--- config.mk ---
export PLATFORM = sky130hd
export DESIGN_NAME = shiftreg_seq_ctrl
export DESIGN_NICKNAME = d
export VERILOG_FILES = /design/src/rtl/shiftreg_seq_ctrl.sv
export SDC_FILE = /design/constraint.sdc
export NUM_CORES = 1
export LEC_CHECK = 0
export ABC_AREA = 1
export BUFFER_PORTS_ARGS = -buffer_cell sky130_fd_sc_hd__buf_2
export CAP_MARGIN = 20
export CORE_MARGIN = 1.5
export CORE_UTILIZATION = 30
export CTS_CLUSTER_DIAMETER = 60
export DETAILED_ROUTE_END_ITERATION = 6
export HOLD_SLACK_MARGIN = 0.08
export PLACE_DENSITY = 0.58
export SYNTH_ARGS = -nofsm -noshare
export SYNTH_HDL_FRONTEND = slang
export SYNTH_SLANG_ARGS = --single-unit
--- constraint.sdc ---
create_clock -name clk -period 4.65 [get_ports clk]
set_input_delay 0.465 -clock clk [delete_from_list [all_inputs] [get_ports clk]]
set_output_delay 0.465 -clock clk [all_outputs]
set_load 0.03 [all_outputs]
--- src/rtl/shiftreg_seq_ctrl.sv ---
// ---------------------------------------------------------------------------
// shiftreg_seq_ctrl
//   Sequencer for a DEPTH-stage serial shift-register chain. The chain takes
//   its data in at stage 0. A parallel word is accepted over a valid/ready
//   handshake. Its LEN used bits are then sent MSB first on ser_out, and a
//   one-cycle shift_en strobe is raised once every DIV clocks. When FLUSH is
//   set, DEPTH zero bits follow the data so that the last data bit reaches
//   the chain output. done pulses for one cycle at the end of the transfer.
//
// Ports
//   clk         : system clock, rising edge
//   clr         : synchronous active-high reset
//   start_valid : request to send data_in/len
//   start_ready : controller idle; the request is accepted this cycle if valid
//   data_in     : word to serialise; bits [len-1:0] are used
//   len         : bit count; 0 or a value greater than WIDTH means WIDTH
//   ser_out     : serial data to the chain input
//   shift_en    : one-cycle strobe; the chain shifts while it is high
//   busy        : high from the cycle after accept through the done cycle
//   done        : one-cycle pulse marking transfer completion
// All outputs are driven straight from registers.
// ---------------------------------------------------------------------------
module shiftreg_seq_ctrl #(
  parameter int WIDTH = 4,
  parameter int DEPTH = 4,
  parameter int DIV   = 1,
  parameter int FLUSH = 1
) (
  input  logic                         clk,
  input  logic                         clr,
  input  logic                         start_valid,
  output logic                         start_ready,
  input  logic [WIDTH-1:0]             data_in,
  input  logic [$clog2(WIDTH+1)-1:0]   len,
  output logic                         ser_out,
  output logic                         shift_en,
  output logic                         busy,
  output logic                         done
);

  localparam int LW = $clog2(WIDTH + 1);
  localparam int CW = $clog2(WIDTH + DEPTH + 1);
  localparam int PW = (DIV > 1) ? $clog2(DIV) : 1;

  localparam logic [PW-1:0] PRESC_MAX = PW'(DIV - 1);
  localparam logic [CW-1:0] FLUSH_N   = (FLUSH != 0) ? CW'(DEPTH) : '0;

  typedef enum logic [1:0] {
    S_IDLE  = 2'd0,
    S_SHIFT = 2'd1,
    S_DONE  = 2'd2
  } state_t;

  state_t            state_q, state_d;
  logic [PW-1:0]     presc_q, presc_d;
  logic [CW-1:0]     bit_q,   bit_d;
  logic [CW-1:0]     n_q,     n_d;
  logic [WIDTH-1:0]  hold_q,  hold_d;
  logic              ready_q, ready_d;
  logic              ser_q,   ser_d;
  logic              shift_q, shift_d;
  logic              busy_q,  busy_d;
  logic              done_q,  done_d;

  logic [LW-1:0]     l_eff;
  logic [LW-1:0]     shamt;
  logic              accept;

  // Out-of-range lengths collapse to a full word. The word is left-aligned
  // in the holding register so that its MSB is always at the top bit. Each
  // shift then pulls in a zero, which provides the flush bits with no extra
  // logic.
  assign l_eff  = ((len == '0) || (len > LW'(WIDTH))) ? LW'(WIDTH) : len;
  assign shamt  = LW'(WIDTH) - l_eff;
  assign accept = start_valid && ready_q;

  always_ff @(posedge clk) begin
    if (clr) begin
      state_q <= S_IDLE;
      presc_q <= '0;
      bit_q   <= '0;
      n_q     <= '0;
      hold_q  <= '0;
      ready_q <= 1'b0;
      ser_q   <= 1'b0;
      shift_q <= 1'b0;
      busy_q  <= 1'b0;
      done_q  <= 1'b0;
    end else begin
      state_q <= state_d;
      presc_q <= presc_d;
      bit_q   <= bit_d;
      n_q     <= n_d;
      hold_q  <= hold_d;
      ready_q <= ready_d;
      ser_q   <= ser_d;
      shift_q <= shift_d;
      busy_q  <= busy_d;
      done_q  <= done_d;
    end
  end

  always_comb begin
    state_d = state_q;
    presc_d = presc_q;
    bit_d   = bit_q;
    n_d     = n_q;
    hold_d  = hold_q;

    unique case (state_q)
      S_IDLE: begin
        if (accept) begin
          state_d = S_SHIFT;
          presc_d = '0;
          bit_d   = '0;
          hold_d  = data_in << shamt;
          n_d     = CW'(l_eff) + FLUSH_N;
        end
      end
      S_SHIFT: begin
        if (presc_q == PRESC_MAX) begin
          presc_d = '0;
          hold_d  = hold_q << 1;
          if (bit_q == n_q - CW'(1)) begin
            state_d = S_DONE;
          end else begin
            bit_d = bit_q + CW'(1);
          end
        end else begin
          presc_d = presc_q + PW'(1);
        end
      end
      S_DONE:  state_d = S_IDLE;
      default: state_d = S_IDLE;
    endcase

    // The outputs are computed from the next state so that the registered
    // outputs line up with the state they describe.
    ser_d   = (state_d == S_SHIFT) && hold_d[WIDTH-1];
    shift_d = (state_d == S_SHIFT) && (presc_d == PRESC_MAX);
    busy_d  = (state_d != S_IDLE);
    done_d  = (state_d == S_DONE);
    ready_d = (state_d == S_IDLE);
  end

  assign start_ready = ready_q;
  assign ser_out     = ser_q;
  assign shift_en    = shift_q;
  assign busy        = busy_q;
  assign done        = done_q;

endmodule

Yosys cells after proc, flatten, opt, wreduce, memory -nomap -nowiden
Index checks and enable logic that the tools add are counted.
{"block": "op_classes", "n_mux": 15, "shift": 1, "n_addsub": 5, "reduce_logical": 12, "bitwise": 1, "eq_ne": 7, "magnitude_cmp": 1}
{"operator": "4-bit 2-to-1 mux", "count": 5}
{"operator": "4-bit one-hot mux with 2 select lines", "count": 2}
{"operator": "2-bit 2-to-1 mux", "count": 3}
{"operator": "2-bit != test, second input constant", "count": 3}
{"operator": "3-bit by 3-bit adder with 4-bit output, second input constant", "count": 1}
{"operator": "4-bit by 1-bit adder with 4-bit output, second input constant", "count": 1}
{"operator": "2-bit by 1-bit equality test with 1-bit output, second input constant", "count": 2}
{"operator": "4-bit equality test", "count": 1}
{"operator": "2-bit logical NOT", "count": 2}
{"operator": "2-bit one-hot mux with 2 select lines", "count": 1}
{"operator": "4-bit AND reduction", "count": 1}
{"operator": "2-bit nonzero test", "count": 2}
{"operator": "4-bit by 3-bit left shift with 4-bit output", "count": 1}
{"operator": "4-bit by 1-bit subtractor with 4-bit output, second input constant", "count": 1}
{"operator": "3-bit > comparator, second input constant", "count": 1}
{"operator": "1-bit logical AND", "count": 3}
{"operator": "3-bit logical NOT", "count": 1}
{"operator": "3-bit 2-to-1 mux", "count": 1}
{"operator": "3-bit AND reduction", "count": 1}
{"operator": "3-bit subtractor, first input constant", "count": 1}
{"operator": "2-bit equality test, second input constant", "count": 1}
{"operator": "1-bit 2-to-1 mux", "count": 2}
{"operator": "1-bit one-hot mux with 2 select lines", "count": 1}
{"operator": "2-bit AND reduction", "count": 1}
{"operator": "other kinds (3)", "count": 3}
{"block": "word_totals", "reg_bits": 20, "inputBits": 10, "out_inout_bits": 5, "elab_cells": 53}

Depth between registers and ports, before layout
{"block": "logic_depth", "depth_word": 8, "mapped_depth": 13, "mapped_depth_nobuf": 13}

Worst setup path after synthesis
OpenSTA, ideal clock, no wires.
{"block": "synth_timing", "path_kind": "input-to-reg", "startpoint": "input port len[0]", "endpoint": "register ser_q (netlist: ser_out)", "setup_time_ns": 0.116, "path_slack_ns": 2.588, "cell_stages": 11, "n_path_buf": 0, "arrival_time_ns": 1.946, "required_time_ns": 4.534, "path_cell_list": "or2_2 ha_1 inv_1 nand2_1 ha_1 inv_1 nand3_1 nand3_1 nand2_1 o211ai_2 nor2_1"}
{"block": "synth_via", "elab_chain_cells": 8, "elab_cells_between_ends": 9, "classes_between": "add/sub (1); order compare (1); shift (1); mux (3); reduce/logical (3)"}
{"item": "start, declared", "line_no": "34", "source": "input logic [$clog2(WIDTH+1)-1:0] len,"}
{"item": "3-bit > comparator or 3-bit logical NOT (tied branches)", "line_no": "73", "source": "assign l_eff = ((len == '0) || (len > LW'(WIDTH))) ? LW'(WIDTH) : len;"}
{"item": "1-bit logical OR", "line_no": "73"}
{"item": "3-bit 2-to-1 mux *", "line_no": "73"}
{"item": "3-bit subtractor *", "line_no": "74", "source": "assign shamt = LW'(WIDTH) - l_eff;"}
{"item": "4-bit by 3-bit left shift with 4-bit output *", "line_no": "116", "source": "hold_d = data_in << shamt;"}
{"item": "4-bit 2-to-1 mux *", "line_no": "112", "source": "if (accept) begin"}
{"item": "4-bit one-hot mux with 2 select lines *", "line_no": "110", "source": "unique case (state_q)"}
{"item": "1-bit logical AND *", "line_no": "139", "source": "ser_d = (state_d == S_SHIFT) && hold_d[WIDTH-1];"}
{"item": "end signal, assigned", "line_no": "96", "source": "ser_q <= ser_d;"}
{"item": "end, declared", "line_no": "60", "source": "logic ser_q, ser_d;"}
Every way passes the cells marked *; elsewhere a longest branch is shown, timed or not. The select of a mux whose other input is x is not followed.
A chain may end at the register's enable or synchronous reset.

Worst setup path after layout
{"block": "layout_timing", "startpoint": "input port len[0]", "endpoint": "register hold_q[3]"}
{"block": "layout_via", "elab_chain_cells": 7, "elab_cells_between_ends": 8, "classes_between": "add/sub (1); order compare (1); shift (1); mux (3); reduce/logical (2)"}
{"item": "3-bit > comparator or 3-bit logical NOT (tied branches)", "line_no": "73"}
{"item": "1-bit logical OR", "line_no": "73"}
{"item": "3-bit 2-to-1 mux *", "line_no": "73"}
{"item": "3-bit subtractor *", "line_no": "74"}
{"item": "4-bit by 3-bit left shift with 4-bit output *", "line_no": "116"}
{"item": "4-bit 2-to-1 mux *", "line_no": "112"}
{"item": "4-bit one-hot mux with 2 select lines *", "line_no": "110"}
{"item": "end signal, assigned", "line_no": "94", "source": "hold_q <= hold_d;"}
{"item": "end, declared", "line_no": "58", "source": "logic [WIDTH-1:0] hold_q, hold_d;"}
Marked as above.

==> run_results.csv <==
group,metric,value,unit
worst_setup_path,path_class,"primary input to register",
timing,fin_ws,2.62,ns
timing,timing.fmax,493,MHz
worst_setup_path,r2r_end,"bit_q[0]",
min_path,hold_path.class,"register to register",
synth,syn_nets,161,
drt,wl_per_cell,9.79,um
min_path,holdPathEnd,"hold_q[1]",
worst_setup_path,worst_path_largest_cell_delay,0.38,ns
timing,max_slew_margin,75.0,%
worst_setup_path,arrival,2.18,ns
timing,period_needed,2.03,ns
synth,yosysWarnings,0,
synth,syn_inst,147,
timing,slew_violations,0,
finish,nNetsFinal,179,
worst_setup_path,critPathMaxFanout,8,
worst_setup_path,worst_setup_path_start_kind,"primary input",
placement,dp_hpwl,1670,um
placement,gp_congestion,0.779,
timing,finalSetupViolations,0,
status,status,"finished clean",
synth,synth.ff_latch_count,20,
drt,wl,2060,um
clocking,clk_latency,0.25,ns
synth,synth_edf_count,0,
floorplan,core_area,3440,um2
finish,drive_above_1_share,25.6,%
synth,synthArstFlopShare,0,%
timing,worst_slew_pin_slew,0.372,ns
global_routing,grt-ovfl-total,0,
synth,syn_avg_cell_area,7.57,um2
timing,hold_violations,0,
clocking,ctsHtreeMaxLevel,1,
pwr,power.density,324,nW/um2
timing,rsz0062_at_grt,"no",
global_routing,grt_pass1_vias,855,
finish,fillers,366,
worst_setup_path,crit_chain,"buf_2, or2_2, ha_1, inv_1, nand2_1, ha_1, inv_1, nand3_1, nand3_1, nand2_1, o211ai_2, inv_1",
worst_setup_path,ff2ff_path_depth,10,
floorplan,die_w,63.9,um
synth,syn_area,1110,um2
finish,final_cell_mix,"nand2_1, dfxtp_1, inv_1",
drt,vias,943,
finish,final_common_cell,"nand2_1",
global_routing,antenna_found_initial,0,
clocking,clockRootBuffer,"clkbuf_8",
clocking,cts_resized,0,
clocking,cts.sinks,20,
synth,yosysUniqueCellTypes,31,
worst_setup_path,worstPathRequired,4.80,ns
min_path,min_from,"hold_q[1]",
worst_setup_path,reg2reg_from,"n_q[0]",
clocking,post_cts_buffers,0,
finish,antenna_cells,0,
worst_setup_path,endpoint_kind,"register",
floorplan,start_util,32.3,%
floorplan,dieArea,4080,um2
placement,post-place-ws,2.34,ns
synth,synth_seq_area_share,36.0,%
clocking,clockBufferDepth,2,
floorplan,die_h,63.9,um
clocking,path_clk_slew,0.07,ns
floorplan,row_count,21,
min_path,whs_path_depth,2,
timing,setup_tns,0,ns
worst_setup_path,slowest_stage,"ha_1",
timing,finalCritPeriodShare,43.7,%
global_routing,grt_pass1_wl,3660,um
finish,area_growth,16.1,%
synth,ys.flop_type,"dfxtp_1",
drt,first_pass_iters,4,
worst_setup_path,crit_top_cell,"inv_1",
drt,ant_nets,0,
floorplan,pin_count,15,
clocking,cts_tree,"built",
placement,io_buffer_count,14,
timing,fin_skew,0.00112,ns
pwr,peakVddDrop,0.000154,V
clocking,hold_buffers,0,
drt,vias_per_cell,4.49,
drt,drt_iter0_drc,24,
clocking,numCtsBuffers,3,
worst_setup_path,r2r_slack,3.08,ns
global_routing,grt_start_max_net_pins,14,
job,cap_violations,0,
pwr,power.static_leakage,0.574,nW
drt,drc,0,
global_routing,track_usage,11.2,%
-- per-stage QoR --
stage	power (mW)	hold slack, ns	instance area (um2)	utilization (%)	std cells
2_1_floorplan	0.271	0.454	1110	-	147
3_3_place_gp	0.290	0.472	1240	35.9	206
3_5_place_dp	0.292	0.480	1240	35.9	206
4_1_cts	0.422	0.493	1290	37.5	210
5_1_grt	0.446	0.492	1290	37.5	210
6_report	0.418	0.490	1290	37.5	210
-- cell usage after synthesis, types with 4 or more instances --
cell,instances,share of area (%)
inv_1,18,6.1
inv_2,6,2.0
ha_1,4,4.5
nor3_1,4,1.8
nand3_1,10,4.5
nor2_1,8,2.7
a21oi_1,6,2.7
dfxtp_1,20,36
nand2_1,34,11
o21ai_0,4,1.8
nor2_2,4,2.2
xor2_1,4,3.1
-- final cells by class --
class | count | area [um2] | area share [%]
multi-input cells | 101 | 609 | 47.2
repair buffers | 14 | 70.1 | 5.43
clock buffers | 4 | 55.1 | 4.26
well taps | 46 | 57.6 | 4.46
flip-flops and latches | 20 | 400 | 31.0
inverters | 25 | 98.8 | 7.66
-- kinds of logic (layout without fill, tap and decap cells) --
family	Yosys count	in the layout	synth area share, %
fa+ha+maj	4	4	4.50
simple gates	72	72	34.0
flops	20	20	36.0
xor+xnor	6	6	4.72
compound gates	19	19	11.6
buf+inv	26	43	9.22
-- per-layer routing --
| layer | track usage [%] | part of all wire, % |
|---|---|---|
| met5 | 0 | 0 |
| met4 | 3.26 | 0 |
| met3 | 3.70 | 3.5 |
| met2 | 18.9 | 47 |
| met1 | 13.5 | 50 |
-- flip-flops by register name, summed over array words and instances, names as in the netlist --
register and cells:
bit_q 4, busy 1, done 1, hold_q 4, n_q 4, presc_q 1, ser_out 1, shift_en 1
start_ready 1, state_q 2
-- worst max-delay path by stage --
stage	to	from	cells after the start
floorplan	ser_out	len[0]	11
global placement	ser_out	len[0]	12
detailed placement	hold_q[3]	len[0]	12
CTS	hold_q[3]	len[0]	12
global route	hold_q[2]	len[0]	10
finish	hold_q[3]	len[0]	12
-- worst max-delay path: cells and delay by family --
| family | cells | cell delay [ns] |
|---|---|---|
| AOI/OAI and AO/OA | 1 | 0.08 |
| adders and majority gates | 2 | 0.64 |
| buffers and inverters | 4 | 0.34 |
| and+or+nand+nor | 5 | 0.64 |
-- report_power, final --
part	internal, mW	total [mW]	switching, mW
clock	0.0753	0.130	0.0549
sequential	0.183	0.191	0.00874
combinational	0.0347	0.0962	0.0615
total	0.293	0.418	0.125
Power figures use the tool's default switching activity.
